**config.mk**
```make
export PLATFORM = sky130hd
export DESIGN_NAME = wishbone_slave_flat
export DESIGN_NICKNAME = d
export VERILOG_FILES = /design/src/rtl/wishbone_slave_if.sv /design/src/rtl/wishbone_slave.sv /design/src/flat_wrapper.sv
export SDC_FILE = /design/constraint.sdc
export NUM_CORES = 1
export LEC_CHECK = 0
export CAP_MARGIN = 20
export CORE_AREA = 2 2 143 131
export DETAILED_ROUTE_END_ITERATION = 12
export DIE_AREA = 0 0 145 133
export GPL_TIMING_DRIVEN = 0
export PLACE_DENSITY = 0.67
export SLEW_MARGIN = 20
export SYNTH_ARGS = -nofsm -noshare
export SYNTH_HDL_FRONTEND = slang
export SYNTH_SLANG_ARGS = --single-unit
```
**constraint.sdc**
```tcl
create_clock -name clk -period 5.77 [get_ports clk]
set_input_delay 0.8655 -clock clk [delete_from_list [all_inputs] [get_ports clk]]
set_output_delay 0.8655 -clock clk [all_outputs]
set_load 0.01 [all_outputs]
```
**src/rtl/wishbone_slave_if.sv**
```systemverilog
// Bus signals between a Wishbone classic master and wishbone_slave
// (4-bit address, 8-bit data). Signal names are from the slave's point of view.
interface wishbone_slave_if;
  logic       cyc_i;
  logic       stb_i;
  logic       we_i;
  logic [3:0] adr_i;
  logic [7:0] dat_i;
  logic [7:0] dat_o;
  logic       ack_o;
  logic       err_o;

  modport master (
    output cyc_i, stb_i, we_i, adr_i, dat_i,
    input  dat_o, ack_o, err_o
  );

  modport slave (
    input  cyc_i, stb_i, we_i, adr_i, dat_i,
    output dat_o, ack_o, err_o
  );
endinterface

```
**src/rtl/wishbone_slave.sv**
```systemverilog
// Wishbone classic-cycle responder with a 16-entry register file:
//   0x0..0xD read/write data, 0xE completed-transaction counter (RO),
//   0xF ID_VALUE (RO).
// Every strobed cycle is answered after WAIT_STATES wait cycles with a
// one-cycle ack_o. Optional feature macro: WB_SLV_ERR_EN -- when defined,
// writes to the read-only addresses terminate with err_o instead of ack_o.
//
// state   | meaning
// --------+-------------------------------------------------------------
// ST_IDLE | waiting for cyc_i & stb_i; request fields latched on accept
// ST_WAIT | counting wait states; cyc_i low here aborts the transaction
// ST_RESP | ack_o or err_o high for one cycle; writes commit at its end
module wishbone_slave #(
  parameter int unsigned WAIT_STATES = 1,
  parameter logic [7:0]  ID_VALUE    = 8'hA5
) (
  input logic             clk,
  input logic             rst,
  wishbone_slave_if.slave bus
);

  typedef enum logic [1:0] {ST_IDLE, ST_WAIT, ST_RESP} state_t;

  localparam logic [3:0] LP_WAIT  = 4'(WAIT_STATES);
  localparam logic [3:0] LP_N_REG = 4'd14;
`ifdef WB_SLV_ERR_EN
  localparam bit LP_ERR_EN = 1'b1;
`else
  localparam bit LP_ERR_EN = 1'b0;
`endif

  state_t     r_state;
  logic [3:0] r_cnt;
  logic [3:0] r_adr;
  logic       r_we;
  logic [7:0] r_wdat;
  logic [7:0] r_txn;
  logic [7:0] r_rdat;
  logic       r_ack;
  logic       r_err;
  logic [7:0] r_regs [14];

  logic       w_req;
  logic       w_enter_resp;
  logic [3:0] w_adr;
  logic       w_we;
  logic [7:0] w_rval;
  logic       w_err_next;

  // With zero wait states the response is prepared straight from the bus
  // inputs on the accept edge; otherwise from the latched request.
  always_comb begin
    w_req        = bus.cyc_i & bus.stb_i;
    w_adr        = (r_state == ST_IDLE) ? bus.adr_i : r_adr;
    w_we         = (r_state == ST_IDLE) ? bus.we_i : r_we;
    w_enter_resp = ((r_state == ST_IDLE) && w_req && (LP_WAIT == 4'd0)) ||
                   ((r_state == ST_WAIT) && bus.cyc_i && (r_cnt == 4'd1));
    w_err_next   = LP_ERR_EN && w_we && (w_adr >= LP_N_REG);
    w_rval       = 8'h00;
    if (w_adr == 4'hE)      w_rval = r_txn;
    else if (w_adr == 4'hF) w_rval = ID_VALUE;
    else                    w_rval = r_regs[w_adr];
  end

  // Transaction FSM, register file, counter and registered bus outputs.
  always_ff @(posedge clk) begin
    if (rst) begin
      r_state <= ST_IDLE;
      r_cnt   <= 4'd0;
      r_adr   <= 4'd0;
      r_we    <= 1'b0;
      r_wdat  <= 8'h00;
      r_txn   <= 8'h00;
      r_rdat  <= 8'h00;
      r_ack   <= 1'b0;
      r_err   <= 1'b0;
      for (int i = 0; i < 14; i++) r_regs[i] <= 8'h00;
    end else begin
      case (r_state)
        ST_IDLE: begin
          if (w_req) begin
            r_adr   <= bus.adr_i;
            r_we    <= bus.we_i;
            r_wdat  <= bus.dat_i;
            r_cnt   <= LP_WAIT;
            r_state <= ST_WAIT;
          end
        end
        ST_WAIT: begin
          if (!bus.cyc_i)               r_state <= ST_IDLE;
          else if (r_cnt != 4'd1)       r_cnt   <= r_cnt - 4'd1;
        end
        ST_RESP: begin
          // Abort is not checked here: the response always completes.
          r_state <= ST_IDLE;
          r_ack   <= 1'b0;
          r_err   <= 1'b0;
          r_rdat  <= 8'h00;
          if (r_ack) begin
            r_txn <= r_txn + 8'h01;
            if (r_we && (r_adr < LP_N_REG)) r_regs[r_adr] <= r_wdat;
          end
        end
        default: r_state <= ST_IDLE;
      endcase

      if (w_enter_resp) begin
        r_state <= ST_RESP;
        r_ack   <= ~w_err_next;
        r_err   <= w_err_next;
        r_rdat  <= w_we ? 8'h00 : w_rval;
      end
    end
  end

  assign bus.ack_o = r_ack;
  assign bus.err_o = r_err;
  assign bus.dat_o = r_rdat;

endmodule
```
**src/flat_wrapper.sv**
```systemverilog
// flat-port wrapper written by rule: the top's interface ports become plain ports
module wishbone_slave_flat 
#(
  parameter int unsigned WAIT_STATES = 1,
  parameter logic [7:0]  ID_VALUE    = 8'hA5
)
  (clk, rst, bus_cyc_i, bus_stb_i, bus_we_i, bus_adr_i, bus_dat_i, bus_dat_o, bus_ack_o, bus_err_o);
  wishbone_slave_if bus_i ();
  input logic clk;
  input logic rst;
  input wire logic [$bits(bus_i.cyc_i)-1:0] bus_cyc_i;
  input wire logic [$bits(bus_i.stb_i)-1:0] bus_stb_i;
  input wire logic [$bits(bus_i.we_i)-1:0] bus_we_i;
  input wire logic [$bits(bus_i.adr_i)-1:0] bus_adr_i;
  input wire logic [$bits(bus_i.dat_i)-1:0] bus_dat_i;
  output wire logic [$bits(bus_i.dat_o)-1:0] bus_dat_o;
  output wire logic [$bits(bus_i.ack_o)-1:0] bus_ack_o;
  output wire logic [$bits(bus_i.err_o)-1:0] bus_err_o;
  assign bus_i.cyc_i = bus_cyc_i;
  assign bus_i.stb_i = bus_stb_i;
  assign bus_i.we_i = bus_we_i;
  assign bus_i.adr_i = bus_adr_i;
  assign bus_i.dat_i = bus_dat_i;
  assign bus_dat_o = bus_i.dat_o;
  assign bus_ack_o = bus_i.ack_o;
  assign bus_err_o = bus_i.err_o;
  wishbone_slave #(.WAIT_STATES(WAIT_STATES), .ID_VALUE(ID_VALUE)) u_core (.clk(clk), .rst(rst), .bus(bus_i));
endmodule
```
==> results_dict.tcl <==
set metrics [dict create \
    synth.distinct_cells 54 \
    tightest_slew_ns 1.00 \
    seq_power_share_pct 49.1 \
    leakage_nw 2.98 \
    synthTopCellsByArea "edfxtp_1, dfxtp_1, and2_1, mux2i_1, nand2_1" \
    hold_violations 0 \
    fin_area_um2 8100 \
    utilization_pct 45.2 \
    fp.dieArea_um2 19300 \
    route.detailed.drc 0 \
    worstSkewPairLatency_ns 0.43 \
    ys_ff_latch 148 \
    rows 47 \
    die_h_um 133 \
    status "finished, final reports clean" \
    async_flop_share_pct 0 \
    placedCellCount 874 \
    pwr-share-clk_pct 43.0 \
    place_area_um2 7550 \
    postCtsSetupRepairBufs 0 \
    setup_violations 0 \
    cp_data_arrival_time_ns 3.11 \
    numCtsBuffers 17 \
    comb_power_share_pct 7.9 \
    wirelength_um 18300 \
    gr-total-overflow 0 \
    wl_per_cell_um 20.2 \
    cts_tree "done" \
    slew_violations 0 \
    max-cap-violations 0 \
    critPathRequiredTime_ns 5.87 \
    synth_top_area_cell "edfxtp_1" \
    ctsHtreeMaxLevel 4 \
    setup.worst_path.start_class "input port" \
    fin_cells 906 \
    synth_area_um2 7010 \
    grt_pass1_wl_um 28100 \
    dr_total_vias 4914 \
    clockBufferDepth 2 \
    min_period_ns 3.01 \
    root_buffer "clkbuf_16" \
    place_congestion 0.940 \
    min_period_over_period_pct 52.1 \
    grt_pass1_vias 4805 \
    grt_max_degree 17 \
    ys_seq_area_share_pct 58.2 \
    crit_type "input port to flip-flop" \
    routed_via_density 5.42 \
    fmax_mhz 333 \
    synth_top_area_share_pct 48.0 \
    cts_hold_buf 0 \
    fin_nets 668 \
    diodes 0 \
    yosysWarnings 0 \
    die_x_um 145 \
    avgSynthCellArea_um2 11.6 \
    intPower_mw 1.85 \
    drive_gt1_share_pct 12.9 \
    worst_setup_hold_path_clk_slew_ns 0.06 \
    ant_nets 0 \
    relSlewSlack_pct 32.5 \
    ctsResizeCount 0 \
    grt_usage_pct 19.6 \
    synth-edff-count 112 \
    drt_iter0_drc 393 \
    core_area_um2 17900 \
    ir_worst_vdd_v 0.000176 \
    synth_nets 626 \
    num_io_pins 27 \
    dr.pass1.iters 5 \
    finClkSkew_ns 0.00965 \
    cts_sinks 148 \
    rsz0062_at_grt "false" \
    critPathCaptureType "flip-flop" \
    hold_class "flip-flop to flip-flop" \
    dp_hpwl_um 13200 \
    switchingPower_uw 580 \
    postSynthCellCount 606 \
    p_sw_share_pct 23.9 \
    initial_core_util_pct 39.1 \
    syn_to_final_growth_pct 15.6 \
    final.setup.tns_ns 0 \
    io_buffer_count 23 \
    ys.flop_type "edfxtp_1" \
    fillCellCount 1636 \
    antenna_found_initial 0 \
    crit_fanout 9 \
    cellPowerDensity_nw_per_um2 300 \
]
cells in the mapped netlist (all sizes together), types with 4 or more instances:
| master | instances |
|---|---|
| and2 | 112 |
| edfxtp | 112 |
| nand2 | 66 |
| dfxtp | 36 |
| mux2i | 29 |
| nor2 | 29 |
| a21oi | 23 |
| clkbuf | 20 |
| or2 | 16 |
| buf | 13 |
| o21ai | 13 |
| nor3 | 12 |
| nand3 | 10 |
| mux2 | 9 |
| a32oi | 8 |
| inv | 7 |
| xor2 | 7 |
| a211oi | 6 |
| and3 | 6 |
| nor3b | 6 |
| nor4 | 6 |
| nand2b | 5 |
| o22ai | 5 |
| a22oi | 4 |
| a31o | 4 |
| a31oi | 4 |
| mux4 | 4 |
| nor2b | 4 |
layout make-up:
cell class / count / area, um2 / area share, %
Sequential cell: 148 / 4080 / 50.4
Multi-Input combinational cell: 418 / 2750 / 33.9
Clock buffer: 21 / 450 / 5.56
Tap cell: 245 / 307 / 3.78
Timing Repair Buffer: 23 / 230 / 2.84
Buffer: 33 / 154 / 1.90
Clock inverter: 11 / 104 / 1.28
Inverter: 7 / 26.3 / 0.324
per-layer routing:
layer / part of all wire, % / GRT usage [%] / routed length (um) / up-vias
met2: 45 / 29.7 / 8210 / 201
met3: 8.2 / 4.72 / 1500 / 30
met1: 45 / 27.8 / 8210 / 2425
li1: - / - / - / 2258
met4: 2.1 / 6.60 / 384 / 0
met5: 0 / 0 / 0 / -
power groups by stage:
stage / Clock, mW / Sequential (mW) / Combinational (mW)
after floorplan: 0 / 1.21 / 0.122
after global placement: 0 / 1.21 / 0.186
after detailed placement: 0 / 1.21 / 0.190
after CTS: 1.05 / 1.19 / 0.191
after global routing: 1.10 / 1.19 / 0.206
final: 1.04 / 1.19 / 0.193
worst paths after layout:
path	startpoint	endpoint	slack, ns	cells past startpoint
max reg2reg	u_core.r_state[0]	u_core.r_regs[2][2]	2.82	7
min reg2reg	u_core.bus.ack_o	u_core.bus.ack_o	0.51	2
min	u_core.bus.ack_o	u_core.bus.ack_o	0.51	2
max	rst	u_core.r_regs[2][2]	2.76	5
kinds of logic after synthesis:
| kind of cell | share of synthesized area, % |
|---|---|
| and+or+nand+nor | 22.5 |
| DFF | 58.2 |
| AOI/OAI and AO/OA | 7.71 |
| muxes | 7.23 |
| buffers and inverters | 2.57 |
| xor gates and xnor gates | 1.12 |
| adders and majority gates | 0.535 |
| other | 0.0535 |
critical path, stage by stage:
cell and delay, ns:
clkdlybuf4s50_1 0.47, nand3b_1 0.38, or2_2 0.47, nor3_2 0.53, or2_2 0.38
layout by cell type, fill, tap and decap left out, types with 4 or more instances in the layout:
| cell type | Yosys | final |
|---|---|---|
| edfxtp_1 | 112 | 112 |
| nand2_1 | 66 | 66 |
| dfxtp_1 | 36 | 36 |
| mux4_2 | 4 | 4 |
| mux2i_1 | 27 | 27 |
| xor2_1 | 7 | 7 |
| o21ai_0 | 8 | 8 |
| a21oi_1 | 23 | 23 |
| a31oi_1 | 4 | 4 |
| mux2_2 | 9 | 9 |
| nor2b_1 | 4 | 4 |
| or2_2 | 16 | 16 |
| nor4_1 | 5 | 5 |
| a22oi_1 | 4 | 4 |
| clkbuf_1 | 20 | 23 |
| nand2b_1 | 5 | 5 |
| and3_1 | 6 | 6 |
| and2_1 | 112 | 112 |
| o21ai_1 | 4 | 4 |
| buf_2 | 6 | 6 |
| a211oi_1 | 5 | 5 |
| clkbuf_16 | 0 | 17 |
| o22ai_1 | 5 | 5 |
| clkdlybuf4s50_1 | 0 | 23 |
| buf_4 | 4 | 4 |
| inv_1 | 7 | 7 |
| nor2_1 | 27 | 27 |
| a32oi_1 | 8 | 8 |
| nand3_1 | 10 | 10 |
| nor3_1 | 9 | 9 |
| nor3b_1 | 6 | 6 |
| a31o_2 | 4 | 4 |
stage by stage:
stage	worst slack (ns)	hold WS [ns]	total power, mW
after global routing	2.69	0.546	2.50
after floorplan	3.27	0.468	1.33
final	2.76	0.512	2.43
after CTS	2.81	0.509	2.43
after global placement	2.40	0.471	1.40
after detailed placement	2.38	0.494	1.40
state kept, by name, indices dropped and copies added (netlist names):
name              flops
u_core.bus.ack_o      1
u_core.bus.dat_o      8
u_core.r_adr          4
u_core.r_cnt          4
u_core.r_regs       112
u_core.r_state        2
u_core.r_txn          8
u_core.r_wdat         8
u_core.r_we           1
Note: power is estimated with default switching activity, not from simulation.
==> patch (same flow settings) <==
Change the localparam `LP_ERR_EN` from 1'b0 to 1'b1.
--- a/src/rtl/wishbone_slave.sv
+++ b/src/rtl/wishbone_slave.sv
@@ -26,7 +26,7 @@
 `ifdef WB_SLV_ERR_EN
   localparam bit LP_ERR_EN = 1'b1;
 `else
-  localparam bit LP_ERR_EN = 1'b0;
+  localparam bit LP_ERR_EN = 1'b1;
 `endif
 
   state_t     r_state;
Behaviour: not the same (Yosys sat finds a counterexample within 4 cycles, from zero or initial values and one cycle with rst high).
==> patch against the unedited design <==
Sequential cell count increased by 1. Maximum frequency decreased by 0.10%. Clock skew decreased by 0.64 ps. Synthesized area increased by 0.54%. Synthesized cell count increased by 9.1%. Final area increased by 1.6%. Wire length increased by 0.73%. Register-to-register slack improved by 300 ps. Non-clock buffer count increased by 8. First-iteration DRC count increased by 33%. Critical path type unchanged. Worst setup slack got worse by 3.0 ps. Total power increased by 4.8%.
==> patch: results (changes against the unedited design) <==
{
  "outcome": "finished clean",
  "filler_cell_count": {"value": 1659, "change": "+1.4%"},
  "synth_seq_area_share": {"value": 58.2, "unit": "%", "change": "about the same"},
  "mappedNetlistNets": {"value": 681, "change": "+8.8%"},
  "clk_transition_reported_paths": {"value": 60, "unit": "ps", "change": "about the same"},
  "detailedPlace.worstSlack": {"value": 2350, "unit": "ps", "change": "-26.0 ps"},
  "grt_pass1_vias": {"value": 4992, "change": "+3.9%"},
  "post_cts_setup_bufs": {"value": 0, "change": "unchanged"},
  "netlist_top_cells_area": "sky130_fd_sc_hd__edfxtp_1 (48%), sky130_fd_sc_hd__dfxtp_1 (11%), sky130_fd_sc_hd__and2_1 (10%)",
  "antenna_found_initial": {"value": 2, "change": "+2"},
  "detailed_place.area": {"value": 7620, "unit": "um2", "change": "+0.90%"},
  "cellLeakagePower": {"value": 0.00298, "unit": "uW", "change": "+0.28%"},
  "drt_iter0_drc": {"value": 521, "change": "+33%"},
  "netlist_top_cells_count": "sky130_fd_sc_hd__and2_1 (114), sky130_fd_sc_hd__edfxtp_1 (112), sky130_fd_sc_hd__nand2_1 (90)",
  "wire_length_of_the_first_global_routing_pass": {"value": 28500, "unit": "um", "change": "+1.7%"},
  "power.ir.vdd_worst": {"value": 167, "unit": "uV", "change": "-5.0%"},
  "ctsHtreeMaxLevel": {"value": 4, "change": "unchanged"},
  "wl_per_cell": {"value": 19.1, "unit": "um", "change": "-5.3%"},
  "portBuffers": {"value": 26, "change": "+13%"},
  "relative_slew_slack": {"value": 49.6, "unit": "%", "change": "+17 points"},
  "skew": {"value": 9.01, "unit": "ps", "change": "-0.639 ps"},
  "post_cts.resized_instances": {"value": 0, "change": "unchanged"},
  "synth_cell_types": {"value": 57, "change": "+5.6%"},
  "grt_use_total": {"value": 19.9, "unit": "%", "change": "+0.26 points"},
  "crit_family": "buffers and inverters",
  "critPathMaxFanout": {"value": 10, "change": "+1"},
  "critical-path-max-stage-delay": {"value": 470, "unit": "ps", "change": "-60 ps"},
  "via_per_inst": {"value": 5.30, "change": "-2.3%"},
  "crit_slowest_cell": "sky130_fd_sc_hd__clkdlybuf4s50_1",
  "gp_congestion": {"value": 0.943, "change": "+0.31%"},
  "post_route_cells_drive_above_1_share": {"value": 9.32, "unit": "%", "change": "-3.5 points"},
  "place.detailed.hpwl": {"value": 13100, "unit": "um", "change": "-1.2%"},
  "final_nets": {"value": 726, "change": "+8.7%"}
}
==> patch: worst reg2reg max path, delay by kind of cell (launching register included) <==
kind	cells	cell delay (ps)
AND/OR/NAND/NOR	6	1540
buffers and inverters	2	350
flip-flops	1	410
==> patch: routing by layer <==
metal | track usage, % | share of wire [%] | vias up
met1 | 27.0 | 45 | 2482
met3 | 5.28 | 6.8 | 30
li1 | - | - | 2438
met2 | 30.3 | 45 | 157
met4 | 8.36 | 2.6 | 0
met5 | 0 | 0 | -
==> patch: path summary, 6_finish.rpt <==
path	from	to	slack (ps)	depth (start not counted)
max	bus_adr_i[0]	u_core.bus.dat_o[2]$_SDFFE_PP0P_	2760	9
min	u_core.bus.dat_o[5]$_SDFFE_PP0P_	u_core.bus.dat_o[5]$_SDFFE_PP0P_	440	2
max reg2reg	u_core.r_state[1]$_SDFFE_PP0P_	u_core.r_regs[11][5]$_SDFFCE_PN0P_	3120	8
min reg2reg	u_core.bus.dat_o[5]$_SDFFE_PP0P_	u_core.bus.dat_o[5]$_SDFFE_PP0P_	440	2
==> patch: final cells by class <==
cell class	instances	share of cell area (%)
tap	245	3.72
buffer	38	2.16
clock inverter	7	1.05
timing repair buffer	26	3.16
inverter	4	0.182
sequential	149	49.9
multi-input combinational	470	33.4
clock buffer	25	6.43
==> patch: cell families after synthesis <==
logic type / Yosys count / share of synthesized area [%]
muxes: 10 / 1.46
buffers and inverters: 42 / 2.73
adders and majority gates: 3 / 0.533
DFF: 149 / 58.2
and+or+nand+nor: 320 / 24.5
AOI/OAI and AO/OA: 128 / 11.4
xor gates and xnor gates: 9 / 1.12
==> patch: metrics by stage <==
stage,hold slack [ps],total power [uW],std cells
floorplan,468,1330,661
global placement,438,1410,932
detailed placement,440,1410,932
CTS,448,2550,964
global route,488,2620,964
finish,445,2550,964
==> patch: report_power, final <==
| part | switching, uW | total, uW | internal [uW] |
|---|---|---|---|
| Combinational | 132 | 192 | 60.1 |
| Clock | 432 | 1160 | 723 |
| Sequential | 16.8 | 1200 | 1180 |
